## src/rtl/fht_loader.sv

```systemverilog
// -----------------------------------------------------------------------------
// fht_loader
//
// Input-side writer for the FHT core. Takes a stream of N = 2**N_BIT real
// samples over a valid/ready handshake and scatters them across the four
// input RAM banks in the order the FHT expects. When a frame is complete it
// pulses oFRAME_DONE, then oSTART. It then refuses new data until the
// controller has gone busy and come back to ready.
//
// Build option:
//   FHT_LOADER_NATURAL_ORDER_EN  defined   -> sample k goes to bank k[1:0],
//                                            address k[9:2] (the source already
//                                            delivers bit-reversed order)
//                                undefined -> r = bitrev(k); bank r[1:0],
//                                            address r[9:2]
//
// Ports:
//   iCLK         clock, rising edge
//   iRESET       asynchronous active-high reset
//   iDATA        input sample
//   iVALID       iDATA valid
//   oREADY       high while the loader accepts samples
//   iABORT       synchronous frame discard (ignored while the FHT runs)
//   iFHT_RDY     controller idle flag
//   oSTART       one-cycle start pulse to the controller
//   oADDR_WR     bank write address, shared by all banks
//   oDATA_WR     bank write data, shared by all banks
//   oWE_0..oWE_3 per-bank write enables, one-hot or zero
//   oCNT         samples accepted in the current frame
//   oFRAME_DONE  one-cycle pulse alongside the last write of a frame
// -----------------------------------------------------------------------------
`timescale 1ns / 1ps

module fht_loader #(
   parameter int unsigned A_BIT = 8,
   parameter int unsigned D_BIT = 16,
   parameter int unsigned N_BIT = 10
) (
   input  logic             iCLK,
   input  logic             iRESET,
   input  logic [D_BIT-1:0] iDATA,
   input  logic             iVALID,
   output logic             oREADY,
   input  logic             iABORT,
   input  logic             iFHT_RDY,
   output logic             oSTART,
   output logic [A_BIT-1:0] oADDR_WR,
   output logic [D_BIT-1:0] oDATA_WR,
   output logic             oWE_0,
   output logic             oWE_1,
   output logic             oWE_2,
   output logic             oWE_3,
   output logic [N_BIT-1:0] oCNT,
   output logic             oFRAME_DONE
);

   // Four banks of 2**A_BIT words must cover the whole frame exactly.
   if (N_BIT != A_BIT + 2) begin : g_param_check
      $error("fht_loader: N_BIT must equal A_BIT + 2");
   end

   typedef enum logic [2:0] {
      StIdle,
      StLoad,
      StFlush,
      StStart,
      StWaitBusy,
      StWaitDone
   } state_t;

   state_t           state;
   logic [3:0]       we_q;
   logic [N_BIT-1:0] wr_index;
   logic [1:0]       wr_bank;
   logic [A_BIT-1:0] wr_addr;
   logic             accept;
   logic             abort_en;

`ifdef FHT_LOADER_NATURAL_ORDER_EN
   assign wr_index = oCNT;
`else
   function automatic logic [N_BIT-1:0] bitrev(input logic [N_BIT-1:0] v);
      logic [N_BIT-1:0] r;
      for (int i = 0; i < N_BIT; i++) begin
         r[i] = v[N_BIT-1-i];
      end
      return r;
   endfunction

   assign wr_index = bitrev(oCNT);
`endif

   // oCNT is the index of the sample being accepted this cycle.
   assign wr_bank  = wr_index[1:0];
   assign wr_addr  = wr_index[A_BIT+1:2];
   assign accept   = iVALID & oREADY;
   // A running FHT cannot be cancelled, so abort is dead while waiting on it.
   assign abort_en = iABORT && (state != StWaitBusy) && (state != StWaitDone);

   assign oWE_0 = we_q[0];
   assign oWE_1 = we_q[1];
   assign oWE_2 = we_q[2];
   assign oWE_3 = we_q[3];

   // oREADY is kept registered alongside the state: it is high exactly in StLoad.
   always_ff @(posedge iCLK or posedge iRESET) begin
      if (iRESET) begin
         state       <= StIdle;
         oREADY      <= 1'b0;
         oSTART      <= 1'b0;
         oFRAME_DONE <= 1'b0;
         oCNT        <= '0;
         we_q        <= '0;
         oADDR_WR    <= '0;
         oDATA_WR    <= '0;
      end else begin
         // Pulses and write enables last one cycle unless re-armed below.
         we_q        <= '0;
         oSTART      <= 1'b0;
         oFRAME_DONE <= 1'b0;

         if (abort_en) begin
            state  <= StIdle;
            oREADY <= 1'b0;
            oCNT   <= '0;
         end else begin
            if (accept) begin
               we_q     <= 4'b0001 << wr_bank;
               oADDR_WR <= wr_addr;
               oDATA_WR <= iDATA;
               oCNT     <= oCNT + N_BIT'(1);  // wraps to 0 on the last sample
            end

            unique case (state)
               StIdle: begin
                  if (iFHT_RDY) begin
                     state  <= StLoad;
                     oREADY <= 1'b1;
                  end
               end
               StLoad: begin
                  if (accept && (oCNT == '1)) begin
                     // Last write lands during StFlush, together with the done pulse.
                     state       <= StFlush;
                     oREADY      <= 1'b0;
                     oFRAME_DONE <= 1'b1;
                  end else if (!iFHT_RDY) begin
                     // Controller was started elsewhere; keep oCNT and resume later.
                     state  <= StWaitDone;
                     oREADY <= 1'b0;
                  end
               end
               StFlush: begin
                  state  <= StStart;
                  oSTART <= 1'b1;
               end
               StStart: begin
                  state <= StWaitBusy;
               end
               StWaitBusy: begin
                  if (!iFHT_RDY) begin
                     state <= StWaitDone;
                  end
               end
               StWaitDone: begin
                  if (iFHT_RDY) begin
                     state  <= StLoad;
                     oREADY <= 1'b1;
                  end
               end
               default: begin
                  state  <= StIdle;
                  oREADY <= 1'b0;
               end
            endcase
         end
      end
   end

endmodule

```

## config.mk

```make
export PLATFORM = sky130hd
export DESIGN_NAME = fht_loader
export DESIGN_NICKNAME = d
export VERILOG_FILES = /design/src/rtl/fht_loader.sv
export SDC_FILE = /design/constraint.sdc
export NUM_CORES = 1
export LEC_CHECK = 0
export ABC_AREA = 1
export CORE_ASPECT_RATIO = 2
export CORE_MARGIN = 2
export CORE_UTILIZATION = 40
export CTS_BUF_LIST = sky130_fd_sc_hd__clkbuf_8 sky130_fd_sc_hd__clkbuf_16
export CTS_CLUSTER_DIAMETER = 50
export DETAILED_ROUTE_END_ITERATION = 6
export PLACE_DENSITY = 0.72
export SETUP_SLACK_MARGIN = 0.3
export SLEW_MARGIN = 30
export SYNTH_ARGS = -nofsm -noshare
export SYNTH_HDL_FRONTEND = slang
export SYNTH_SLANG_ARGS = --single-unit
```

## constraint.sdc

```tcl
create_clock -name iCLK -period 1.7 [get_ports iCLK]
set_input_delay 0.34 -clock iCLK [delete_from_list [all_inputs] [get_ports iCLK]]
set_output_delay 0.34 -clock iCLK [all_outputs]
set_load 0.05 [all_outputs]
```

Word-level counts from Yosys, hierarchy flattened

Index checks and enable logic that the tools add are counted.

Memory bits (read-only): 0
Register bits after elaboration: 44
RAM bits: 0
Word-level logic and storage cells: 51
Bits of input ports: 21
Bits in latches: 0
Memories kept: 0
Output and inout port bits: 41

Bitwise gates (word level): 2
Reductions and logical operators: 9
Multiplexer cells: 19
Eq/ne operators: 11
Add/subtract/negate cells: 1
Magnitude comparators: 0
Div/mod/pow operators: 0
Multiply operators: 0
Shifts and indexed selects: 1

Operator list:

| kind                    | count |
|---|---|
| $mux W10                | 2 |
| $pmux W3 S5             | 1 |
| $mux W3                 | 4 |
| $add A10 B1 Y10 const B | 1 |
| $eq A10 B10 Y1 const B  | 1 |
| $mux W1                 | 9 |
| $mux W4                 | 2 |
| $eq A3 B2 Y1 const B    | 2 |
| $eq A3 B3 Y1 const B    | 2 |
| $ne A3 B3 Y1 const B    | 2 |
| $ne A4 B4 Y1 const B    | 1 |
| $shl A1 B2 Y4 const A   | 1 |
| $eq A3 B1 Y1 const B    | 1 |
| $logic_and A1 B1 Y1     | 3 |
| $logic_not A3 Y1        | 1 |
| $ne A3 B1 Y1 const B    | 1 |
| $pmux W1 S3             | 1 |
| $reduce_and A3 Y1       | 1 |
| $reduce_or A3 Y1        | 1 |
| $ne A2 B1 Y1 const B    | 1 |
| $reduce_and A2 Y1       | 1 |
| $reduce_bool A2 Y1      | 1 |
| $reduce_or A2 Y1        | 1 |
| $and A1 B1 Y1           | 1 |
| $not A1 Y1              | 1 |

Longest topological paths before layout

Gate-level depths: netlist (run 1).

Depth in word-level cells: 5
Mapped depth: 10
Depth with buffers taken out: 10

Least setup slack after synthesis (run 1)

OpenSTA, ideal clock, no wires.

Path type: register to register
From: register oCNT[0]
To: register oREADY
Buffers on the path: 0
Arrival time: 1578 ps
Setup slack: 3 ps
Cell stages (with the launch flop): 9
Cells stage by stage: dfrtp_1 -> ha_1 -> inv_1 -> nor2_1 -> nand3_1 -> nand3_1 -> nand3_1 -> nand2_1 -> nand2_1

Longest elaborated chain between the ends: 5

Ends and longest elaborated chain:

| what                    | RTL line | text |
|---|---|---|
| start, declared         | 53       | `output logic [N_BIT-1:0] oCNT,` |
| start signal, assigned  | 131      | `oCNT <= oCNT + N_BIT'(1);` |
| $eq A10 B10 Y1 (*)      | 142      | `if (accept && (oCNT == '1)) begin` |
| $logic_and A1 B1 Y1 (*) | 142      |  |
| $mux W1                 | 142      |  |
| $pmux W1 S3             | 134      | `unique case (state)` |
| $mux W1                 | 122      | `if (abort_en) begin` |
| end signal, assigned    | 124      | `oREADY <= 1'b0;` |
| end signal, assigned    | 138      | `oREADY <= 1'b1;` |
| end signal, assigned    | 145      | `oREADY <= 1'b0;` |
| end, declared           | 43       | `output logic oREADY,` |

Mark *: on every way between the ends. The rest lies on a longest branch, timed or not.
A chain may end at the register's enable or synchronous reset.

Worst setup path in the final report (run 1)

From: register oCNT[1]
To: output oCNT[1]

No word-level cell between the ends.

==> results of run 1 <==
placed cells by master, fill, tap and decap left out, drive strengths merged, types with 3 or more instances in the layout:
cell / synthesis / layout
nand3: 15 / 15
clkdlybuf4s50: 0 / 20
nand2: 102 / 102
nor3: 5 / 5
inv: 23 / 23
clkbuf: 0 / 5
buf: 6 / 54
dfrtp: 44 / 44
nor2: 19 / 19
o21ai: 15 / 15
a21oi: 3 / 3
nand4: 6 / 6
what timing repair did:
item	4_1_cts	5_1_grt
resized for setup	0	6
hold buffers	0	0
setup buffers	3	3
pin swaps	0	1
setup endpoints to repair	2	9
layer usage:
metal	vias to the layer above	track usage	part of all wire
met1	831	0.193	0.37
li1	911	-	-
met3	12	0.0357	0.049
met4	0	0.0768	0.024
met2	52	0.318	0.56
met5	-	0	0
stage by stage:
step           hold WS (ns)  instances  instance area (um2)  total power [uW]  worst slack [ns]
6_report              0.321        374                 2910              4250             0.328
5_1_grt               0.324        374                 2910              4500             0.257
4_1_cts               0.319        371                 2880              4270             0.310
3_5_place_dp          0.468        360                 2740              3420            0.0363
3_3_place_gp          0.463        360                 2740              3380            0.0909
2_1_floorplan         0.344        241                 2060              2810             0.274
sequential cells by signal, indices dropped and copies added, names as in the netlist:
register / cells
oREADY: 1
we_q: 4
oCNT: 10
oFRAME_DONE: 1
oDATA_WR: 16
state: 3
oSTART: 1
oADDR_WR: 8
Yosys cell counts (2+ instances only):
cell type                 count  area [um2]
sky130_fd_sc_hd__nand2_1     95         357
sky130_fd_sc_hd__dfrtp_1     44        1100
sky130_fd_sc_hd__inv_1       21        78.8
sky130_fd_sc_hd__nor2_1      16        60.1
sky130_fd_sc_hd__nand3_1     15        75.1
sky130_fd_sc_hd__o21ai_1      8        40.0
sky130_fd_sc_hd__o21ai_0      7        35.0
sky130_fd_sc_hd__nand4_1      6        37.5
sky130_fd_sc_hd__nand2_2      5        31.3
sky130_fd_sc_hd__buf_4        4        30.0
sky130_fd_sc_hd__a21oi_1      3        15.0
sky130_fd_sc_hd__nor3_2       3        30.0
sky130_fd_sc_hd__buf_6        2        22.5
sky130_fd_sc_hd__nor2_2       2        12.5
critical path, stage by stage (launching register included):
cell and delay, ns:
sky130_fd_sc_hd__dfrtp_2 0.44, sky130_fd_sc_hd__buf_4 0.15, sky130_fd_sc_hd__buf_12 0.14
power by group through the flow:
stage                     clock, uW  combinational [uW]  sequential (uW)
after detailed placement          0                1930             1490
after floorplan                   0                 570             2230
after CTS                       842                1970             1460
final                           817                1990             1440
after global placement            0                1900             1480
after global routing            887                2130             1480
cell families after synthesis:
family,Yosys count,share of synthesized area
adder cells (fa/ha/maj),1,0.00616
flip-flops,44,0.543
AND/OR/NAND/NOR,148,0.332
AO/OA/AOI/OAI,19,0.0475
buffers and inverters,29,0.0721
final cells by class:
| type | instances | area, um2 | share of cell area |
|---|---|---|---|
| inverters | 23 | 97.6 | 0.0335 |
| clock inverters | 3 | 46.3 | 0.0159 |
| multi-input cells | 168 | 807 | 0.277 |
| clock buffers | 5 | 68.8 | 0.0236 |
| well taps | 57 | 71.3 | 0.0245 |
| flip-flops and latches | 44 | 1110 | 0.382 |
| repair buffers | 74 | 709 | 0.243 |
worst paths after layout:
path,cells after the start,slack [ns],to
worst max-delay path,2,0.33,oCNT[1]
worst min-delay path,2,0.32,oFRAME_DONE$_DFF_PP0_
worst max register to register,7,0.36,oCNT[7]$_DFFE_PP0P_
worst min register to register,2,0.48,oDATA_WR[13]$_DFFE_PP0P_
max in group asynchronous,3,0.94,oCNT[2]$_DFFE_PP0P_
min in group iCLK,2,0.48,oDATA_WR[13]$_DFFE_PP0P_
==> out/metrics.yaml, run 1 <==
timing:
  achievable-frequency_ghz: 0.729
  setup_total_negative_slack_ns: 0
  slew_headroom: 0.821
  setup_violations: 0
  skew_ns: 0.00595
  maxSlewViolCount: 0
  worst_pin_slew_ns: 0.267
  layout_worst_path_cycle_share: 0.807
  finalWorstPathRequiredPeriod_ns: 1.37
  finalHoldViolations: 0
  rsz_0062_raised_after_global_routing: "true"
die:
  floorplan.io_pins: 62
  die-height_um: 105
  design.die.area_um2: 5690
  initial_core_util: 0.417
  core_um2: 4860
  std_cell_rows: 36
  die_width_um: 54.4
clock_network:
  clock_tree.htree_level_count: 2
  cts-buffers-inserted: 5
  clk_transition_reported_paths_ns: 0.09
  tritoncts_clock_tree: "built"
  clk-insertion-delay-late_ns: 0.30
  cts-root-to-sink-buffers: 2
  cts_root_buf: "sky130_fd_sc_hd__clkbuf_8"
  clock_sink_count: 44
critical_path:
  rr_startpoint: "oCNT[0]$_DFFE_PP0P_"
  crit_required_ns: 1.36
  cp_max_fo: 3
  setup.worst_path.end_class: "output port"
  crit_path_start: "oCNT[1]$_DFFE_PP0P_"
  worstSetupStartpointType: "flip-flop"
  timing.setup.critical_path_class: "reg -> out"
  arrival_ns: 1.03
grt:
  grt-ovfl-total: 0
  global_route.usage.total: 0.180
  grt_start_max_net_pins: 38
  grt_pass1_wl_um: 7680
  antenna_found_initial: 0
  vias_in_the_first_global_route: 1727
route:
  detailroute.via_count: 1806
  drt_first_iter_violations: 29
  routed_wl_um: 4720
  dr.pass1.iters: 4
  drc: 0
  drt.antenna.violating_nets: 0
  route.detailed.vias_per_inst: 4.83
  routedWlPerCell_um: 12.6
synth:
  synth.yosys.seq_area_share: 0.543
  synth.distinct_cells: 24
  post_synth_instance_area_um2: 2030
  yosys_register_bits: 44
  post_synth_inst_count: 241
  yosys_most_used_dff: "sky130_fd_sc_hd__dfrtp_1"
  synth_enable_flop_cells: 0
  yosysWarningCount: 0
  syn-mean-instance-area_um2: 8.42
  mappedNetlistNets: 263
  synth_async_sr_flop_share: 1.00
power:
  combPwrFrac: 0.468
  power.leakage_uw: 0.00147
  switching_power_as_a_share_of_total_power: 0.442
  internal_power_uw: 2370
  p_per_area_nw_per_um2: 1460
  peakVddDrop_uv: 744
  p_sw_uw: 1880
  seqPwrFrac: 0.340
  clock_power_share: 0.192
final_layout:
  diodes: 0
  final_layout_size_suffix_gt1_frac: 0.290
  final_net_count: 338
  synthToLayoutAreaGrowth_pct: 43.6
  fillerInstances: 454
  fin_util: 0.599
hold_path:
  hp-class: "in -> async"
placed_design:
  io_buffers: 61
  post-dp-hpwl_um: 3520
  globalplace.congestion: 0.841
job:
  drv.max_cap_violation_count: 0
run_status:
  result_of_the_run: "completed"
(Power assumes the default switching activity.)
==> run 2, diff against run 1 <==
==> constraint.sdc (replaced) <==
create_clock -name iCLK -period 1.4 [get_ports iCLK]
set_input_delay 0.28 -clock iCLK [delete_from_list [all_inputs] [get_ports iCLK]]
set_output_delay 0.28 -clock iCLK [all_outputs]
set_load 0.05 [all_outputs]
==> run 2 against run 1 <==
Clock-buffer cell count grew 1. Power increased by 66%. Core utilization up 28 points. Critical endpoint is now oADDR_WR[5]$_DFFE_PP0P_.
==> out/metrics.yaml, run 2 (synthesized netlist as in run 1, its figures left out) <==
run_status:
  result_of_the_run: "completed"
final_layout:
  largest_register: "oDATA_WR"
  diodes: 0  # unchanged
  largest_register_ffs: 16  # unchanged
  area.sequential_um2: 1120  # +1.0%
  commonest_non_fill_non_tap_cells_in_the_layout: "sky130_fd_sc_hd__nand2_1 (53), sky130_fd_sc_hd__buf_12 (46), sky130_fd_sc_hd__buf_4 (46)"
  largest_registers: "oDATA_WR (16), oCNT (10), oADDR_WR (8)"
  final_layout_size_suffix_gt1_frac: 0.588  # +0.298
  fillerInstances: 215  # -53%
  final_net_count: 395  # +17%
  multiInputGateArea_um2: 1120  # +39%
  synthToLayoutAreaGrowth_pct: 110
  layout_commonest_cell: "sky130_fd_sc_hd__nand2_1"
clock_network:
  clock_tree.htree_level_count: 2  # unchanged
  cts_root_buf: "sky130_fd_sc_hd__clkbuf_8"
  clk-insertion-delay-late_ns: 0.31  # about the same
  cts-root-to-sink-buffers: 2  # unchanged
  clock_sink_count: 44  # unchanged
  tritoncts_clock_tree: "built"
  cts-buffers-inserted: 5  # unchanged
  cts_hold_buf: 0  # unchanged
  clk_transition_reported_paths_ns: 0.09  # about the same
route:
  drc: 0  # unchanged
  routed_wl_um: 8430  # +78%
  drt.antenna.violating_nets: 0  # unchanged
  detailroute.via_count: 2290  # +27%
  routedWlPerCell_um: 19.5  # +55%
  route.detailed.vias_per_inst: 5.31  # +10%
  drt_first_iter_violations: 71  # +140%
  dr.pass1.iters: 4  # unchanged
critical_path:
  cp_max_fo: 8  # +5
  crit_required_ns: 1.59  # +0.23 ns
  setup.worst_path.end_class: "flip-flop"
  max_stage_delay_ns: 0.42  # -0.02 ns
  timing.reg2reg.setup_slack_ns: 0.03  # -0.33 ns
  crit_path_start: "state[1]$_DFFE_PP0P_"
  rr_startpoint: "state[1]$_DFFE_PP0P_"
  r2r.worst_path.cells: 8  # +1
  critical_path_depth: 8  # +6
  timing.critical_path.buf_inv: 3  # +1
  arrival_ns: 1.56  # +0.53 ns
  crit_path_top_delay_cell: "sky130_fd_sc_hd__dfrtp_1"
  worstSetupStartpointType: "flip-flop"
  worst_setup_path_endpoint: "oADDR_WR[5]$_DFFE_PP0P_"
  crit_path_cells: "inv_2 -> nand2_4 -> nand2_8 -> nand2_8 -> buf_12 -> buf_12 -> nand2_1 -> o21ai_1"
  timing.rr.end: "oADDR_WR[5]$_DFFE_PP0P_"
  timing.setup.critical_path_class: "reg -> reg"
  cell_family_with_the_largest_share_of_critical_path_delay: "buffers and inverters"
die:
  die-height_um: 105  # unchanged
  initial_core_util: 0.417  # unchanged
  design.die.area_um2: 5690  # unchanged
  core_um2: 4860  # unchanged
  std_cell_rows: 36  # unchanged
  die_width_um: 54.4  # unchanged
  floorplan.io_pins: 62  # unchanged
timing:
  rsz_0062_raised_after_global_routing: "true"
  finalHoldViolations: 0  # unchanged
  achievable-frequency_ghz: 0.728
  worst_pin_slew_ns: 0.300  # +0.0332 ns
  maxSlewViolCount: 0  # unchanged
  layout_worst_path_cycle_share: 0.981
  slew_headroom: 0.800  # -0.0215
  setup_total_negative_slack_ns: 0  # unchanged
  setup_violations: 0  # unchanged
  finalWorstPathRequiredPeriod_ns: 1.37
  skew_ns: 0.00705  # +0.00110 ns
power:
  p_per_area_nw_per_um2: 1660  # +14%
  post-layout-total-power_uw: 7070  # +66%
  peakVddDrop_uv: 1480  # +99%
  power.leakage_uw: 0.00202  # +38%
grt:
  global_route.usage.total: 0.244  # +0.0640
  grt_start_max_net_pins: 34  # -11%
  vias_in_the_first_global_route: 2181  # +26%
  antenna_found_initial: 0  # unchanged
  grt-ovfl-total: 0  # unchanged
  grt_pass1_wl_um: 10200  # +33%
placed_design:
  globalplace.congestion: 0.906  # +7.7%
  io_buffers: 61  # unchanged
  post-dp-hpwl_um: 3830  # +8.8%
job:
  drv.max_cap_violation_count: 0  # unchanged
hold_path:
  hp-class: "in -> async"
-- run 2: worst min path at each step --
stage	from	end	depth (start not counted)
after floorplan	iRESET	oADDR_WR[0]$_DFFE_PP0P_	1
after global placement	oADDR_WR[7]$_DFFE_PP0P_	oADDR_WR[7]$_DFFE_PP0P_	2
after detailed placement	oDATA_WR[15]$_DFFE_PP0P_	oDATA_WR[15]$_DFFE_PP0P_	2
after CTS	iRESET	oDATA_WR[13]$_DFFE_PP0P_	2
after global routing	iRESET	oDATA_WR[13]$_DFFE_PP0P_	2
final	iRESET	oDATA_WR[13]$_DFFE_PP0P_	2
-- run 2: final cells by class --
| type | count | area share |
|---|---|---|
| Timing Repair Buffer | 129 | 0.404 |
| Sequential cell | 44 | 0.264 |
| Multi-Input combinational cell | 168 | 0.263 |
| Inverter | 23 | 0.0267 |
| Clock buffer | 6 | 0.0194 |
| Tap cell | 57 | 0.0167 |
| Timing Repair inverter | 2 | 0.00469 |
| Clock inverter | 2 | 0.00176 |
-- run 2: layer usage --
layer | global-route usage | vias to the layer above | part of all wire
li1 | - | 1028 | -
met1 | 0.259 | 1144 | 0.34
met2 | 0.427 | 95 | 0.58
met3 | 0.0457 | 23 | 0.040
met4 | 0.121 | 0 | 0.041
met5 | 0 | - | 0
-- run 2: timing repair --
| item | 4_1_cts | 5_1_grt |
|---|---|---|
| endpoints found under the hold margin | 0 | 0 |
| setup buffers | 28 | 21 |
| gates resized for setup | 44 | 76 |
| endpoints found under the setup margin | 83 | 84 |
| cloned | 3 | 3 |
| pin swaps | 10 | 22 |
-- run 2: through the flow --
stage	utilization	std cells	area [um2]	hold slack, ns	worst slack, ns
floorplan	-	241	2090	0.284	0.0785
global placement	0.674	368	3280	0.523	-0.146
detailed placement	0.674	368	3280	0.531	-0.185
CTS	0.782	407	3800	0.243	0.116
global route	0.877	431	4260	0.257	-0.0145
finish	0.877	431	4260	0.242	0.0271
-- run 2: power by group --
group	internal, uW	leakage [uW]	switching, uW	total (uW)
Sequential	1590	0.000561	419	2010
Combinational	2070	0.00141	2150	4220
Clock	389	0.0000538	454	843
Total	4050	0.00202	3020	7070
